### src/rtl/fetch_pkg.sv
// Shared types for the instruction fetch queue.
//   NOP_INST      : instruction placed in fault entries (addi x0, x0, 0)
//   fetch_entry_t : one queued fetch result {pc, inst, fault}
//   fetch_state_e : fetch FSM states
package fetch_pkg;

  localparam logic [31:0] NOP_INST = 32'h0000_0013;

  typedef struct packed {
    logic [31:0] pc;
    logic [31:0] inst;
    logic        fault;
  } fetch_entry_t;

  typedef enum logic [0:0] {
    FETCH,
    HALT
  } fetch_state_e;

endpackage

### src/rtl/fetch_fifo.sv
// Synchronous FIFO of fetch entries with flush.
//   clk, reset      : clock, synchronous active-high reset
//   flush           : drop all entries and reset pointers (overrides push/pop)
//   push, push_data : write one entry at the tail
//   pop             : retire the head entry
//   full, empty     : occupancy flags
//   head            : head entry, forced to zero while empty
module fetch_fifo
  import fetch_pkg::*;
#(
  parameter int unsigned DEPTH = 2
) (
  input  logic         clk,
  input  logic         reset,
  input  logic         flush,
  input  logic         push,
  input  fetch_entry_t push_data,
  input  logic         pop,
  output logic         full,
  output logic         empty,
  output fetch_entry_t head
);

  localparam int unsigned PtrW = $clog2(DEPTH);

  fetch_entry_t    mem_q [DEPTH];
  logic [PtrW-1:0] rd_q, wr_q;
  logic [PtrW:0]   count_q, count_d;

  always_comb begin
    count_d = count_q;
    unique case ({push, pop})
      2'b10:   count_d = count_q + 1'b1;
      2'b01:   count_d = count_q - 1'b1;
      default: count_d = count_q;
    endcase
  end

  always_ff @(posedge clk) begin
    if (reset || flush) begin
      rd_q    <= '0;
      wr_q    <= '0;
      count_q <= '0;
    end else begin
      if (push) wr_q <= wr_q + 1'b1;
      if (pop)  rd_q <= rd_q + 1'b1;
      count_q <= count_d;
    end
  end

  // Storage needs no reset: head is masked while empty.
  // Push+pop when full writes the slot being retired, which becomes the new tail.
  always_ff @(posedge clk) begin
    if (push && !reset && !flush) mem_q[wr_q] <= push_data;
  end

  assign full  = (count_q == (PtrW + 1)'(DEPTH));
  assign empty = (count_q == '0);
  assign head  = empty ? '0 : mem_q[rd_q];

endmodule

### src/rtl/inst_fetch_queue.sv
// Fetch stage in front of the instruction ROM. Owns the PC, fetches one word per
// cycle into a small queue and hands entries to decode over valid/ready.
//   clk, reset                 : clock, synchronous active-high reset
//   rom_addr / rom_inst        : combinational ROM lookup (rom_addr = pc[11:0])
//   redirect_valid/redirect_pc : load new PC and flush the queue
//   out_valid/out_ready        : decode handshake for the head entry
//   out_pc/out_inst/out_fault  : head entry contents
//   halted                     : fetch stopped after a fault, waiting for redirect
module inst_fetch_queue
  import fetch_pkg::*;
#(
  parameter logic [31:0] RESET_PC  = 32'h0000_0000,
  parameter int unsigned DEPTH     = 2,
  parameter int unsigned ROM_BYTES = 4096
) (
  input  logic        clk,
  input  logic        reset,
  output logic [11:0] rom_addr,
  input  logic [31:0] rom_inst,
  input  logic        redirect_valid,
  input  logic [31:0] redirect_pc,
  output logic        out_valid,
  input  logic        out_ready,
  output logic [31:0] out_pc,
  output logic [31:0] out_inst,
  output logic        out_fault,
  output logic        halted
);

  fetch_state_e state_q, state_d;
  logic [31:0]  pc_q, pc_d;
  logic         push, pop, flush, full, empty, fault;
  fetch_entry_t push_data, head;

  assign fault = (pc_q[1:0] != 2'b00) || (pc_q >= 32'(ROM_BYTES));

  // A redirect cancels any dequeue in the same cycle.
  assign pop = out_valid && out_ready && !redirect_valid;

  always_comb begin
    state_d   = state_q;
    pc_d      = pc_q;
    push      = 1'b0;
    flush     = 1'b0;
    push_data = '0;
    if (redirect_valid) begin
      flush   = 1'b1;
      pc_d    = redirect_pc;
      state_d = FETCH;
    end else if (state_q == FETCH && (!full || pop)) begin
      push         = 1'b1;
      push_data.pc = pc_q;
      if (fault) begin
        push_data.inst  = NOP_INST;
        push_data.fault = 1'b1;
        state_d         = HALT;
      end else begin
        push_data.inst = rom_inst;
        pc_d           = pc_q + 32'd4;
      end
    end
  end

  always_ff @(posedge clk) begin
    if (reset) begin
      state_q <= FETCH;
      pc_q    <= RESET_PC;
    end else begin
      state_q <= state_d;
      pc_q    <= pc_d;
    end
  end

  fetch_fifo #(
    .DEPTH (DEPTH)
  ) u_fifo (
    .clk       (clk),
    .reset     (reset),
    .flush     (flush),
    .push      (push),
    .push_data (push_data),
    .pop       (pop),
    .full      (full),
    .empty     (empty),
    .head      (head)
  );

  assign rom_addr  = pc_q[11:0];
  assign out_valid = !empty;
  assign out_pc    = head.pc;
  assign out_inst  = head.inst;
  assign out_fault = head.fault;
  assign halted    = (state_q == HALT);

endmodule

### config.mk
export PLATFORM = sky130hd
export DESIGN_NAME = inst_fetch_queue
export DESIGN_NICKNAME = d
export VERILOG_FILES = /design/src/rtl/fetch_pkg.sv /design/src/rtl/fetch_fifo.sv /design/src/rtl/inst_fetch_queue.sv
export SDC_FILE = /design/constraint.sdc
export NUM_CORES = 1
export LEC_CHECK = 0
export BUFFER_PORTS_ARGS = -buffer_cell sky130_fd_sc_hd__buf_2
export CORE_MARGIN = 10
export CORE_UTILIZATION = 40
export CTS_CLUSTER_SIZE = 28
export DETAILED_ROUTE_END_ITERATION = 12
export PLACE_DENSITY = 0.66
export SLEW_MARGIN = 20
export SYNTH_ARGS = -nofsm -noshare
export SYNTH_HDL_FRONTEND = slang
export SYNTH_SLANG_ARGS = --single-unit
### constraint.sdc
create_clock -name clk -period 19.3 [get_ports clk]
set_input_delay 0.965 -clock clk [delete_from_list [all_inputs] [get_ports clk]]
set_output_delay 0.965 -clock clk [all_outputs]
set_load 0.05 [all_outputs]
==> results of run 1 <==
worst register-to-register path, cell delays in order, from the launching register on:
cell	delay, ps
sky130_fd_sc_hd__dfxtp_1	330
sky130_fd_sc_hd__nor4_1	510
sky130_fd_sc_hd__nand4_1	780
sky130_fd_sc_hd__nor3_2	480
sky130_fd_sc_hd__buf_4	340
sky130_fd_sc_hd__and2_1	210
state kept, by name, indices dropped and copies added, names as in the netlist, named ones only:
| name | cells |
|---|---|
| u_fifo.mem_q | 130 |
| halted | 1 |
| u_fifo.wr_q | 1 |
| u_fifo.count_q | 2 |
| u_fifo.rd_q | 1 |
| pc_q | 32 |
Yosys cell counts (all sizes together) (4+ instances only):
cell / count
clkbuf: 19
nand2: 6
dfxtp: 38
a311oi: 4
edfxtp: 130
o21a: 4
and2: 61
inv: 8
a21oi: 4
nor4: 6
or4: 8
nor2: 104
buf: 23
o31ai: 4
mux2i: 87
or3: 4
o211ai: 4
nand4: 4
o21ai: 6
nand3: 6
power by group through the flow:
stage	clock [W]	sequential, W	combinational, W
CTS	0.000323	0.000411	0.0000897
floorplan	0	0.000416	0.0000660
global route	0.000341	0.000412	0.0000968
global placement	0	0.000419	0.0000878
detailed placement	0	0.000419	0.0000895
finish	0.000316	0.000411	0.0000894
layout by cell type, fill, tap and decap left out, drive strengths merged, types with 3 or more instances in the layout:
| cell type | n |
|---|---|
| buf | 152 |
| edfxtp | 130 |
| nor2 | 104 |
| mux2i | 87 |
| and2 | 61 |
| dfxtp | 38 |
| clkbuf | 17 |
| inv | 10 |
| or4 | 8 |
| nand2 | 6 |
| nand3 | 6 |
| clkinvlp | 6 |
| nor4 | 6 |
| o21ai | 6 |
| clkinv | 6 |
| nand4 | 4 |
| o21a | 4 |
| a21oi | 4 |
| or3 | 4 |
| o211ai | 4 |
| o31ai | 4 |
| a311oi | 4 |
| a31oi | 3 |
| ha | 3 |
| nor3 | 3 |
layer usage:
metal / vias up / GRT usage / share of wire
li1: 2286 / - / -
met3: 20 / 0.0494 / 0.066
met5: - / 0 / 0
met2: 148 / 0.238 / 0.50
met1: 2319 / 0.170 / 0.42
met4: 0 / 0.0486 / 0.018
area by class of cell:
cell class | count | area, sq um | area share
inverter | 8 | 30.0 | 0.00346
multi-input combinational | 344 | 2340 | 0.270
clock inverter | 15 | 130 | 0.0150
clock buffer | 17 | 425 | 0.0490
sequential | 168 | 4670 | 0.538
timing repair buffer | 152 | 796 | 0.0917
tap | 229 | 287 | 0.0330
logic make-up (layout without fill, tap and decap cells):
family	Yosys count	count (layout)
and+or+nand+nor	215	215
DFF	168	168
muxes	87	87
buffers and inverters	50	192
AOI/OAI and AO/OA	35	35
xor gates and xnor gates	4	4
adders and majority gates	3	3
per-stage QoR:
step | setup WS [ps] | hold slack (ps) | cell area [sq um] | instances | total power (W)
after global routing | 15970 | 540 | 8670 | 933 | 0.000850
after floorplan | 11140 | 472 | 7210 | 562 | 0.000482
after global placement | 16230 | 495 | 8090 | 900 | 0.000506
after detailed placement | 16090 | 486 | 8090 | 900 | 0.000509
after CTS | 16050 | 503 | 8650 | 932 | 0.000824
final | 16190 | 515 | 8670 | 933 | 0.000816
how the worst min path moves through the flow:
stage                        to  slack (ps)  cells past startpoint
floorplan             flip-flop         470                      2
global placement    u_fifo.rd_q         490                      2
detailed placement    flip-flop         490                      2
CTS                   flip-flop         500                      2
global route        u_fifo.rd_q         540                      2
finish                flip-flop         510                      2
==> impl_metrics.prom, run 1 <==
# TYPE chip_impl_metric gauge
chip_impl_metric{name="power.clock.fraction",unit=""} 0.387
chip_impl_metric{name="layout_area_growth_over_synthesis",unit="%"} 20.3
chip_impl_metric{name="switching_power",unit="W"} 0.000212
chip_impl_metric{name="highest_clock_frequency_the_design_can_meet",unit="GHz"} 0.322
chip_impl_metric{name="routed-via-count",unit=""} 4773
chip_impl_metric{name="ios",unit=""} 147
chip_impl_metric{name="utilization",unit=""} 0.486
chip_impl_info{name="worstReg2RegEnd",value="u_fifo.mem_q[0][8]"} 1
chip_impl_info{name="grt_setup_unrepaired",value="false"} 1
chip_impl_metric{name="yosys_register_bits",unit=""} 168
chip_impl_metric{name="worstSetupPathDepth",unit=""} 4
chip_impl_metric{name="clk-insertion-delay-late",unit="ps"} 420
chip_impl_metric{name="synth-compound-area-share",unit=""} 0.0349
chip_impl_metric{name="dp.final_hpwl",unit="microns"} 11500
chip_impl_metric{name="cts.repair_timing.setup_buffer_count",unit=""} 0
chip_impl_metric{name="synthSimpleGateAreaFrac",unit=""} 0.155
chip_impl_metric{name="slew_violations",unit=""} 0
chip_impl_metric{name="synth_fp_nets",unit=""} 633
chip_impl_metric{name="crit_path_max_incr_delay",unit="ps"} 520
chip_impl_metric{name="starting_density",unit=""} 0.404
chip_impl_metric{name="maxSlewHeadroom",unit=""} 0.373
chip_impl_metric{name="grt_pass1_wl",unit="microns"} 27000
chip_impl_metric{name="synth_edf_count",unit=""} 130
chip_impl_metric{name="final_wirelength",unit="microns"} 17000
chip_impl_metric{name="seq_area_frac_synth",unit=""} 0.647
chip_impl_metric{name="routability_cong",unit=""} 0.807
chip_impl_info{name="critical_setup_path_kind",value="flip-flop to output pin"} 1
chip_impl_metric{name="arrival",unit="ps"} 2140
chip_impl_metric{name="fillers",unit=""} 1606
chip_impl_metric{name="max_root_sink_buffers",unit=""} 2
chip_impl_metric{name="max_slew.worst_pin.slew",unit="ps"} 941
chip_impl_metric{name="sw_frac_of_total",unit=""} 0.260
chip_impl_info{name="timing.hold.worst.class",value="flip-flop to flip-flop"} 1
chip_impl_info{name="cp-startpoint",value="u_fifo.count_q[0]"} 1
chip_impl_metric{name="cts_resized",unit=""} 0
chip_impl_metric{name="synth_xor_xnor_area_share",unit=""} 0.00486
chip_impl_metric{name="layout-drive-gt1-share",unit=""} 0.271
chip_impl_metric{name="vias_per_cell",unit=""} 5.12
chip_impl_metric{name="synth_mux_area_frac",unit=""} 0.121
chip_impl_metric{name="detail_route.iter0.violations",unit=""} 323
chip_impl_info{name="main_combinational_cell_family_by_area_after_synthesis",value="simple AND/OR/NAND/NOR gates"} 1
chip_impl_metric{name="detail_route.first_pass.iterations",unit=""} 4
chip_impl_metric{name="grt_max_degree",unit=""} 66
chip_impl_metric{name="cell_internal_pwr",unit="W"} 0.000604
chip_impl_metric{name="synth_area",unit="sq um"} 7210
chip_impl_metric{name="timing.critical_path.buf_inv",unit=""} 2
chip_impl_metric{name="row_count",unit=""} 49
chip_impl_metric{name="comb_power_share",unit=""} 0.110
chip_impl_info{name="cts_tree",value="done"} 1
chip_impl_info{name="cp_cell_sequence",value="nor2_4 -> buf_4 -> nor2_1 -> buf_2"} 1
chip_impl_metric{name="power.share.sequential",unit=""} 0.503
chip_impl_metric{name="share_of_synthesized_flip_flops_with_an_asynchronous_set_or_reset",unit=""} 0
chip_impl_info{name="clock_tree.root_cell",value="sky130_fd_sc_hd__clkbuf_16"} 1
chip_impl_metric{name="final-setup-viol-count",unit=""} 0
chip_impl_metric{name="antenna_cells",unit=""} 0
chip_impl_metric{name="gr-total-overflow",unit=""} 0
chip_impl_metric{name="synth_unique_cells",unit=""} 48
chip_impl_metric{name="synth_top_area_frac",unit=""} 0.541
chip_impl_metric{name="totalNegativeSetupSlack",unit="ps"} 0
chip_impl_metric{name="required",unit="ps"} 18330
chip_impl_metric{name="die_y",unit="microns"} 154
chip_impl_metric{name="timing_hold_violations_final",unit=""} 0
chip_impl_metric{name="vdd.ir_drop.worst",unit="uV"} 67.5
chip_impl_metric{name="cts_made_buffers",unit=""} 17
chip_impl_info{name="worstHoldStart",value="u_fifo.rd_q"} 1
chip_impl_metric{name="synth_adder_area_share",unit=""} 0.00520
chip_impl_info{name="critPathLaunchType",value="flip-flop"} 1
chip_impl_metric{name="gr-usage-all-layers",unit=""} 0.144
chip_impl_info{name="cp-endpoint",value="out_inst[1]"} 1
chip_impl_metric{name="core_area",unit="sq um"} 17800
chip_impl_metric{name="first_global_vias",unit=""} 4953
chip_impl_metric{name="fin_crit",unit="ps"} 3110
chip_impl_info{name="synth_largest_area_cell",value="sky130_fd_sc_hd__edfxtp_1"} 1
chip_impl_metric{name="ant_nets",unit=""} 0
chip_impl_info{name="worstSetupEndpointType",value="output pin"} 1
chip_impl_metric{name="drc_errors",unit=""} 0
chip_impl_info{name="crit_path_top_delay_cell",value="sky130_fd_sc_hd__buf_4"} 1
chip_impl_metric{name="total_of_max_cap_violations",unit=""} 0
chip_impl_info{name="synth.top_cells.by_area",value="sky130_fd_sc_hd__edfxtp_1 (54%), sky130_fd_sc_hd__mux2i_1 (12%), sky130_fd_sc_hd__dfxtp_1 (11%), sky130_fd_sc_hd__nor2_1 (5.4%), sky130_fd_sc_hd__and2_1 (5.3%)"} 1
chip_impl_metric{name="number_of_antenna_violations_at_the_first_check_in_global_routing",unit=""} 0
chip_impl_metric{name="power_density",unit="nW/um^2"} 94.1
chip_impl_metric{name="clkTransAtPathRegs",unit="ps"} 60
chip_impl_metric{name="synthesis.yosys.warnings",unit=""} 0
chip_impl_metric{name="final.period_utilization",unit=""} 0.161
chip_impl_metric{name="final_net_count",unit=""} 762
chip_impl_metric{name="crit_path_max_fanout",unit=""} 49
chip_impl_metric{name="cts_hold_buf",unit=""} 0
chip_impl_metric{name="post_synth_inst_count",unit=""} 562
chip_impl_metric{name="htreeDepth",unit=""} 4
chip_impl_info{name="critical-path-top-delay-family",value="buffers and inverters"} 1
chip_impl_info{name="run_status",value="complete, no violations"} 1
chip_impl_metric{name="total_leakage_power",unit="nW"} 3.24
chip_impl_info{name="critical_path.reg2reg.startpoint",value="pc_q[28]"} 1
chip_impl_metric{name="routedWlPerCell",unit="microns"} 18.2
chip_impl_metric{name="port_buffers",unit=""} 146
chip_impl_metric{name="setup_skew",unit="ps"} 10.0
chip_impl_metric{name="cts.sinks",unit=""} 168
chip_impl_info{name="synth-main-ff-cell",value="sky130_fd_sc_hd__edfxtp_1"} 1
chip_impl_metric{name="syn-mean-instance-area",unit="sq um"} 12.8
chip_impl_metric{name="worst_r2r_path_depth",unit=""} 5
chip_impl_metric{name="dieWidth",unit="microns"} 154
chip_impl_metric{name="r2r_setup_slack",unit="ps"} 16510
chip_impl_metric{name="die_area",unit="sq um"} 23800
Power figures use the tool's default switching activity.
==> run 2: changes to the inputs <==
--- a/config.mk
+++ b/config.mk
@@ -5,12 +5,13 @@
 export SDC_FILE = /design/constraint.sdc
 export NUM_CORES = 1
 export LEC_CHECK = 0
+export ABC_AREA = 1
 export BUFFER_PORTS_ARGS = -buffer_cell sky130_fd_sc_hd__buf_2
 export CORE_MARGIN = 10
 export CORE_UTILIZATION = 40
 export CTS_CLUSTER_SIZE = 28
 export DETAILED_ROUTE_END_ITERATION = 12
-export PLACE_DENSITY = 0.66
+export PLACE_DENSITY = 0.69
 export SLEW_MARGIN = 20
 export SYNTH_ARGS = -nofsm -noshare
 export SYNTH_HDL_FRONTEND = slang
==> constraint.sdc (replaced) <==
create_clock -name clk -period 2.6 [get_ports clk]
set_input_delay 0.13 -clock clk [delete_from_list [all_inputs] [get_ports clk]]
set_output_delay 0.13 -clock clk [all_outputs]
set_load 0.05 [all_outputs]
==> impl_metrics.prom, run 2 <==
# TYPE chip_impl_metric gauge
chip_impl_metric{name="setup_skew",unit="ps"} 9.27
chip_impl_metric{name="starting_density",unit=""} 0.406
chip_impl_metric{name="max_root_sink_buffers",unit=""} 2
chip_impl_metric{name="ios",unit=""} 147
chip_impl_metric{name="highest_clock_frequency_the_design_can_meet",unit="GHz"} 0.455
chip_impl_metric{name="drc_errors",unit=""} 0
chip_impl_info{name="run_status",value="complete, no violations"} 1
chip_impl_metric{name="layout-drive-gt1-share",unit=""} 0.222
chip_impl_metric{name="worst_hold_slack",unit="ps"} 50.4
chip_impl_metric{name="seq_area_frac_synth",unit=""} 0.641
chip_impl_metric{name="cts.sinks",unit=""} 168
chip_impl_info{name="critical_path.reg2reg.startpoint",value="u_fifo.count_q[0]"} 1
chip_impl_metric{name="post_synth_inst_count",unit=""} 769
chip_impl_info{name="synth-main-ff-cell",value="sky130_fd_sc_hd__edfxtp_1"} 1
chip_impl_metric{name="worstHoldPathCells",unit=""} 3
chip_impl_metric{name="synth_area",unit="sq um"} 7270
chip_impl_info{name="worstSetupEndpointType",value="output pin"} 1
chip_impl_metric{name="final-setup-viol-count",unit=""} 0
chip_impl_metric{name="die_y",unit="microns"} 155
chip_impl_metric{name="yosys_register_bits",unit=""} 168
chip_impl_metric{name="number_of_placed_cells_counting_well_taps",unit=""} 1104
chip_impl_metric{name="total_of_max_cap_violations",unit=""} 0
chip_impl_metric{name="antenna_cells",unit=""} 0
chip_impl_metric{name="routability_cong",unit=""} 0.794
chip_impl_metric{name="synth_fp_nets",unit=""} 840
chip_impl_metric{name="grt_max_degree",unit=""} 66
chip_impl_metric{name="maxSlewHeadroom",unit=""} 0.489
chip_impl_metric{name="die_area",unit="sq um"} 24000
chip_impl_metric{name="required",unit="ps"} 2470
chip_impl_metric{name="arrival",unit="ps"} 2070
chip_impl_info{name="synth_largest_area_cell",value="sky130_fd_sc_hd__edfxtp_1"} 1
chip_impl_metric{name="stdcell_count",unit=""} 1157
chip_impl_metric{name="gr-usage-all-layers",unit=""} 0.149
chip_impl_metric{name="routedWlPerCell",unit="microns"} 15.4
chip_impl_metric{name="vdd.ir_drop.worst",unit="uV"} 481
chip_impl_metric{name="synth_unique_cells",unit=""} 27
chip_impl_info{name="mostFrequentLayoutCells",value="sky130_fd_sc_hd__nand2_1 (228), sky130_fd_sc_hd__buf_2 (146), sky130_fd_sc_hd__edfxtp_1 (130)"} 1
chip_impl_metric{name="clkTransAtPathRegs",unit="ps"} 60
chip_impl_metric{name="final.period_utilization",unit=""} 0.845
chip_impl_info{name="cts_tree",value="done"} 1
chip_impl_metric{name="htreeDepth",unit=""} 4
chip_impl_metric{name="final_wirelength",unit="microns"} 17800
chip_impl_metric{name="totalNegativeSetupSlack",unit="ps"} 0
chip_impl_info{name="timing.hold.worst.class",value="input pin to flip-flop"} 1
chip_impl_metric{name="syn-mean-instance-area",unit="sq um"} 9.46
chip_impl_metric{name="max_slew.worst_pin.slew",unit="ps"} 766
chip_impl_metric{name="detail_route.iter0.violations",unit=""} 352
chip_impl_metric{name="synth_edf_count",unit=""} 130
chip_impl_metric{name="number_of_antenna_violations_at_the_first_check_in_global_routing",unit=""} 0
chip_impl_metric{name="share_of_synthesized_flip_flops_with_an_asynchronous_set_or_reset",unit=""} 0
chip_impl_info{name="worstHoldStart",value="out_ready"} 1
chip_impl_metric{name="total_leakage_power",unit="nW"} 3.78
chip_impl_metric{name="final_net_count",unit=""} 986
chip_impl_metric{name="dieWidth",unit="microns"} 155
chip_impl_metric{name="port_buffers",unit=""} 146
chip_impl_metric{name="first_global_vias",unit=""} 5651
chip_impl_metric{name="grt_pass1_wl",unit="microns"} 28600
chip_impl_metric{name="total_power",unit="W"} 0.00647
chip_impl_metric{name="vias_per_cell",unit=""} 4.72
chip_impl_info{name="most_common_cell_after_layout_fill_and_taps_aside",value="sky130_fd_sc_hd__nand2_1"} 1
chip_impl_info{name="critPathLaunchType",value="flip-flop"} 1
chip_impl_metric{name="cts_made_buffers",unit=""} 17
chip_impl_metric{name="core_area",unit="sq um"} 17900
chip_impl_metric{name="synth_top_area_frac",unit=""} 0.537
chip_impl_metric{name="crit_path_max_incr_delay",unit="ps"} 590
chip_impl_metric{name="crit_path_max_fanout",unit=""} 65
chip_impl_metric{name="ant_nets",unit=""} 0
chip_impl_info{name="post_synth_most_frequent_cells",value="sky130_fd_sc_hd__nand2_1 (228), sky130_fd_sc_hd__edfxtp_1 (130), sky130_fd_sc_hd__nor2_1 (103)"} 1
chip_impl_metric{name="worst_r2r_path_depth",unit=""} 7
chip_impl_metric{name="cts.repair_timing.setup_buffer_count",unit=""} 0
chip_impl_metric{name="fin_crit",unit="ps"} 2200
chip_impl_metric{name="slew_violations",unit=""} 0
chip_impl_info{name="reg.largest.list",value="u_fifo.mem_q: 130 flops, pc_q: 32 flops, u_fifo.count_q: 2 flops"} 1
chip_impl_metric{name="flip_flop_count_of_the_largest_register_after_layout",unit=""} 130
chip_impl_info{name="synth.top_cells.by_area",value="sky130_fd_sc_hd__edfxtp_1 (54%), sky130_fd_sc_hd__nand2_1 (12%), sky130_fd_sc_hd__dfxtp_1 (10%), sky130_fd_sc_hd__a21oi_1 (6.8%), sky130_fd_sc_hd__nor2_1 (5.3%)"} 1
chip_impl_info{name="critical_setup_path_kind",value="flip-flop to output pin"} 1
chip_impl_metric{name="gr-total-overflow",unit=""} 0
chip_impl_metric{name="detail_route.first_pass.iterations",unit=""} 4
chip_impl_metric{name="timing_hold_violations_final",unit=""} 0
chip_impl_info{name="clock_tree.root_cell",value="sky130_fd_sc_hd__clkbuf_16"} 1
chip_impl_info{name="synth_most_common_cell",value="sky130_fd_sc_hd__nand2_1"} 1
chip_impl_info{name="cp_cell_sequence",value="buf_4 -> nand2_1 -> a21oi_1 -> buf_2"} 1
chip_impl_metric{name="row_count",unit=""} 49
chip_impl_metric{name="layout_area_growth_over_synthesis",unit="%"} 23.8
chip_impl_metric{name="power_density",unit="nW/um^2"} 719
chip_impl_metric{name="dp.final_hpwl",unit="microns"} 11700
chip_impl_info{name="crit_path_top_delay_cell",value="sky130_fd_sc_hd__buf_4"} 1
chip_impl_info{name="largest-register",value="u_fifo.mem_q"} 1
chip_impl_metric{name="routed-via-count",unit=""} 5465
chip_impl_metric{name="clk-insertion-delay-late",unit="ps"} 420
chip_impl_metric{name="synthesis.yosys.warnings",unit=""} 0
chip_impl_info{name="grt_setup_unrepaired",value="false"} 1
chip_impl_metric{name="cts_resized",unit=""} 0
run 2: cell count changes in the layout (fill, tap and decap cells not counted), moves of 5 or more:
cell / delta
sky130_fd_sc_hd__nand2_1: +222
sky130_fd_sc_hd__a21oi_1: +95
sky130_fd_sc_hd__mux2i_1: -87
sky130_fd_sc_hd__and2_1: -61
sky130_fd_sc_hd__inv_1: +61
sky130_fd_sc_hd__dlygate4sd3_1: +21
sky130_fd_sc_hd__nand3_1: +10
sky130_fd_sc_hd__or4_1: -7
sky130_fd_sc_hd__clkbuf_1: +5
sky130_fd_sc_hd__clkinvlp_4: -5
sky130_fd_sc_hd__o21ai_0: +5
run 2: power breakdown:
part / switching (W) / internal (W)
combinational: 0.000549 / 0.000203
clock: 0.000962 / 0.00173
sequential: 0.0000471 / 0.00298
total: 0.00156 / 0.00492
run 2: cell type report:
type,instances,area [sq um]
clock buffers,23,458
clock inverters,9,175
fillers,1672,8900
inverters,73,274
multi-input cells,477,2090
flip-flops and latches,168,4670
well taps,229,287
repair buffers,178,1050
run 2: timing repair:
item,4_1_cts,5_1_grt
hold buffers,21,0
endpoints found under the setup margin,0,0
hold endpoints to repair,21,0
run 2: logic make-up (layout without fill, tap and decap cells):
| family | Yosys count | after routing | share of synthesized area |
|---|---|---|---|
| and+or+nand+nor | 360 | 360 | 0.196 |
| xor gates and xnor gates | 3 | 3 | 0.00361 |
| DFF | 168 | 168 | 0.641 |
| adders and majority gates | 3 | 3 | 0.00516 |
| buffers and inverters | 124 | 283 | 0.0759 |
| AOI/OAI and AO/OA | 111 | 111 | 0.0781 |
run 2: routing by layer:
layer | routed length (microns) | share of wire | vias to the layer above | global-route usage
met4 | 225 | 0.013 | 0 | 0.0445
li1 | - | - | 2768 | -
met2 | 8600 | 0.48 | 154 | 0.249
met3 | 1130 | 0.063 | 16 | 0.0458
met1 | 7840 | 0.44 | 2527 | 0.181
met5 | 0 | 0 | - | 0
run 2: worst max-delay path: cells and delay by family, from the launching register on:
family / cells / cell delay [ps]
buffers and inverters: 2 / 900
flip-flops: 1 / 330
AND/OR/NAND/NOR: 1 / 150
AO/OA/AOI/OAI: 1 / 220
run 2: worst paths after layout:
kind / endpoint / slack (ps)
min reg2reg: pc_q[14] / 460
min: flip-flop / 50
max reg2reg: u_fifo.mem_q[0][63] / 790
max: out_pc[16] / 400
run 2: stage by stage:
step	utilization	cell area [sq um]	worst slack [ps]
floorplan	-	7300	1.62
global placement	0.456	8160	685
detailed placement	0.456	8160	659
CTS	0.503	9000	380
global route	0.503	9000	281
finish	0.503	9000	404
==> run 3: changes to the inputs <==
--- a/config.mk
+++ b/config.mk
@@ -5,13 +5,13 @@
 export SDC_FILE = /design/constraint.sdc
 export NUM_CORES = 1
 export LEC_CHECK = 0
-export ABC_AREA = 1
+export ABC_AREA = 0
 export BUFFER_PORTS_ARGS = -buffer_cell sky130_fd_sc_hd__buf_2
 export CORE_MARGIN = 10
 export CORE_UTILIZATION = 40
 export CTS_CLUSTER_SIZE = 28
 export DETAILED_ROUTE_END_ITERATION = 12
-export PLACE_DENSITY = 0.69
+export PLACE_DENSITY = 0.66
 export SLEW_MARGIN = 20
 export SYNTH_ARGS = -nofsm -noshare
 export SYNTH_HDL_FRONTEND = slang
==> constraint.sdc (replaced) <==
create_clock -name clk -period 2.1 [get_ports clk]
set_input_delay 0.105 -clock clk [delete_from_list [all_inputs] [get_ports clk]]
set_output_delay 0.105 -clock clk [all_outputs]
set_load 0.05 [all_outputs]
==> impl_metrics.prom, run 3 (synthesis results as in run 1) <==
# TYPE chip_impl_metric gauge
chip_impl_metric{name="placed_cell_area",unit="sq um"} 8300
chip_impl_metric{name="core_area",unit="sq um"} 17800
chip_impl_metric{name="design_area",unit="sq um"} 9500
chip_impl_info{name="run_status",value="complete, no violations"} 1
chip_impl_metric{name="r2r_setup_slack",unit="ps"} 70
chip_impl_metric{name="stdcell_count",unit=""} 1001
chip_impl_metric{name="ios",unit=""} 147
chip_impl_metric{name="routed-via-count",unit=""} 4969
chip_impl_metric{name="fin_crit",unit="ps"} 2030
chip_impl_metric{name="grt_pass1_wl",unit="microns"} 28100
chip_impl_metric{name="highest_clock_frequency_the_design_can_meet",unit="GHz"} 0.491
chip_impl_metric{name="power.clock.fraction",unit=""} 0.405
chip_impl_metric{name="power.share.sequential",unit=""} 0.476
chip_impl_metric{name="htreeDepth",unit=""} 4
chip_impl_metric{name="max_slew.worst_pin.slew",unit="ps"} 520
chip_impl_metric{name="row_count",unit=""} 49
chip_impl_metric{name="arrival",unit="ps"} 2370
chip_impl_metric{name="total_of_max_cap_violations",unit=""} 0
chip_impl_info{name="clock_tree.root_cell",value="sky130_fd_sc_hd__clkbuf_16"} 1
chip_impl_metric{name="starting_density",unit=""} 0.404
chip_impl_metric{name="worst_r2r_path_depth",unit=""} 6
chip_impl_metric{name="vdd.ir_drop.worst",unit="uV"} 641
chip_impl_info{name="cp_cell_sequence",value="nor4_1 -> buf_4 -> nand4_1 -> buf_12 -> or4_1 -> a311oi_1"} 1
chip_impl_info{name="mostFrequentLayoutCells",value="sky130_fd_sc_hd__buf_2 (146), sky130_fd_sc_hd__edfxtp_1 (130), sky130_fd_sc_hd__nor2_1 (103)"} 1
chip_impl_metric{name="grt_max_degree",unit=""} 66
chip_impl_metric{name="clkTransAtPathRegs",unit="ps"} 60
chip_impl_metric{name="setup_skew",unit="ps"} 7.10
chip_impl_metric{name="comb_power_share",unit=""} 0.119
chip_impl_metric{name="cts_made_buffers",unit=""} 17
chip_impl_metric{name="first_global_vias",unit=""} 5350
chip_impl_metric{name="die_y",unit="microns"} 154
chip_impl_info{name="worstHoldStart",value="rom_inst[30]"} 1
chip_impl_metric{name="clk-insertion-delay-late",unit="ps"} 420
chip_impl_info{name="critical_setup_path_kind",value="flip-flop to flip-flop"} 1
chip_impl_info{name="worstReg2RegEnd",value="pc_q[5]"} 1
chip_impl_metric{name="cts.repair_timing.setup_buffer_count",unit=""} 0
chip_impl_metric{name="worstHoldPathCells",unit=""} 2
chip_impl_metric{name="drc_errors",unit=""} 0
chip_impl_metric{name="ant_nets",unit=""} 0
chip_impl_metric{name="power_density",unit="nW/um^2"} 835
chip_impl_info{name="worstSetupEndpointType",value="flip-flop"} 1
chip_impl_metric{name="cell_internal_pwr",unit="W"} 0.00599
chip_impl_metric{name="switching_power",unit="W"} 0.00194
chip_impl_info{name="cts_tree",value="done"} 1
chip_impl_metric{name="dp.final_hpwl",unit="microns"} 11800
chip_impl_metric{name="port_buffers",unit=""} 146
chip_impl_metric{name="slew_violations",unit=""} 0
chip_impl_metric{name="die_area",unit="sq um"} 23800
chip_impl_info{name="most_common_cell_after_layout_fill_and_taps_aside",value="sky130_fd_sc_hd__buf_2"} 1
chip_impl_metric{name="final_wirelength",unit="microns"} 17700
chip_impl_metric{name="gr-total-overflow",unit=""} 0
chip_impl_metric{name="routability_cong",unit=""} 0.811
chip_impl_info{name="crit_path_top_delay_cell",value="sky130_fd_sc_hd__or4_1"} 1
chip_impl_metric{name="fillers",unit=""} 1496
chip_impl_info{name="grt_setup_unrepaired",value="true"} 1
chip_impl_info{name="largest-register",value="u_fifo.mem_q"} 1
chip_impl_metric{name="crit_path_max_incr_delay",unit="ps"} 510
chip_impl_metric{name="final_net_count",unit=""} 830
chip_impl_info{name="worstHoldEndpoint",value="u_fifo.mem_q[0][31]"} 1
chip_impl_metric{name="detail_route.first_pass.iterations",unit=""} 6
chip_impl_metric{name="vias_per_cell",unit=""} 4.96
chip_impl_metric{name="total_leakage_power",unit="nW"} 3.60
chip_impl_metric{name="number_of_placed_cells_counting_well_taps",unit=""} 913
chip_impl_metric{name="maxSlewHeadroom",unit=""} 0.653
chip_impl_metric{name="detail_route.iter0.violations",unit=""} 261
chip_impl_metric{name="dieWidth",unit="microns"} 154
chip_impl_info{name="critPathLaunchType",value="flip-flop"} 1
chip_impl_metric{name="antenna_cells",unit=""} 0
chip_impl_metric{name="layout-drive-gt1-share",unit=""} 0.272
chip_impl_info{name="timing.hold.worst.class",value="input pin to flip-flop"} 1
chip_impl_metric{name="timing_hold_violations_final",unit=""} 0
chip_impl_metric{name="crit_path_max_fanout",unit=""} 21
chip_impl_metric{name="cts.sinks",unit=""} 168
chip_impl_metric{name="routedWlPerCell",unit="microns"} 17.6
chip_impl_info{name="critical_path.reg2reg.startpoint",value="pc_q[28]"} 1
chip_impl_metric{name="final-setup-viol-count",unit=""} 0
chip_impl_metric{name="number_of_antenna_violations_at_the_first_check_in_global_routing",unit=""} 0
chip_impl_metric{name="gr-usage-all-layers",unit=""} 0.146
chip_impl_info{name="reg.largest.list",value="u_fifo.mem_q: 130 flops, pc_q: 32 flops, u_fifo.count_q: 2 flops"} 1
chip_impl_metric{name="sw_frac_of_total",unit=""} 0.245
chip_impl_metric{name="total_power",unit="W"} 0.00793
chip_impl_metric{name="layout_area_growth_over_synthesis",unit="%"} 31.7
chip_impl_metric{name="flip_flop_count_of_the_largest_register_after_layout",unit=""} 130
chip_impl_metric{name="final.period_utilization",unit=""} 0.969
chip_impl_metric{name="max_root_sink_buffers",unit=""} 2
chip_impl_metric{name="required",unit="ps"} 2430
-- run 3: cell count changes in the layout (fill, tap and decap cells not counted), sizes merged, moves of 35 or more --
cell | before | now
a21oi | 99 | 4
and2 | 0 | 61
dlygate4sd3 | 21 | 56
inv | 73 | 10
mux2i | 0 | 87
nand2 | 234 | 6
-- run 3: how the worst max path moves through the flow --
stage / startpoint / to / slack [ps] / cells after the start
after CTS: pc_q[25] / pc_q[6] / 20 / 5
after global routing: pc_q[16] / pc_q[6] / -1 / 4
after floorplan: u_fifo.count_q[1] / u_fifo.mem_q[0][0] / -940 / 2
after detailed placement: pc_q[25] / pc_q[6] / 20 / 5
final: pc_q[28] / pc_q[5] / 70 / 6
after global placement: pc_q[25] / pc_q[6] / 60 / 5
-- run 3: cell type report --
cell class	count	area (sq um)	area share
Sequential cell	168	4670	0.492
Multi-Input combinational cell	344	2370	0.250
Timing Repair Buffer	220	1520	0.160
Clock buffer	21	470	0.0495
Tap cell	229	287	0.0302
Clock inverter	11	144	0.0152
Inverter	8	30.0	0.00316
-- run 3: per-layer routing --
layer / wire, microns / global-route usage / part of all wire / up-vias
met5: 0 / 0 / 0 / -
met4: 196 / 0.0508 / 0.011 / 0
met3: 940 / 0.0366 / 0.053 / 10
met2: 9050 / 0.252 / 0.51 / 144
met1: 7480 / 0.174 / 0.42 / 2409
li1: - / - / - / 2406
-- run 3: worst max-delay path, delay by kind of cell (launching register included) --
| kind | cells | cell delay [ps] |
|---|---|---|
| AO/OA/AOI/OAI | 1 | 250 |
| buffers and inverters | 2 | 390 |
| AND/OR/NAND/NOR | 3 | 980 |
| flip-flops | 1 | 320 |
-- run 3: through the flow --
step | utilization | hold slack, ps | setup WS, ps | TNS [ps]
final | 0.532 | 20.2 | 65.1 | 0
after CTS | 0.531 | 0.822 | 16.9 | 0
after floorplan | - | 236 | -944 | -61350
after detailed placement | 0.465 | 331 | 18.6 | 0
after global placement | 0.465 | 325 | 56.1 | 0
after global routing | 0.532 | 6.85 | -1.04 | -1.04
-- run 3: timing repair --
item / CTS / global route
gates resized for setup: 0 / 4
endpoints found under the hold margin: 82 / 0
hold buffers: 56 / 0
endpoints found under the setup margin: 0 / 96
-- run 3: power groups by stage --
stage	logic (W)	clock network, W	registers (W)
finish	0.000944	0.00321	0.00377
global route	0.00102	0.00340	0.00378
CTS	0.000950	0.00328	0.00377
detailed placement	0.000866	0	0.00384
global placement	0.000857	0	0.00383
floorplan	0.000608	0	0.00382
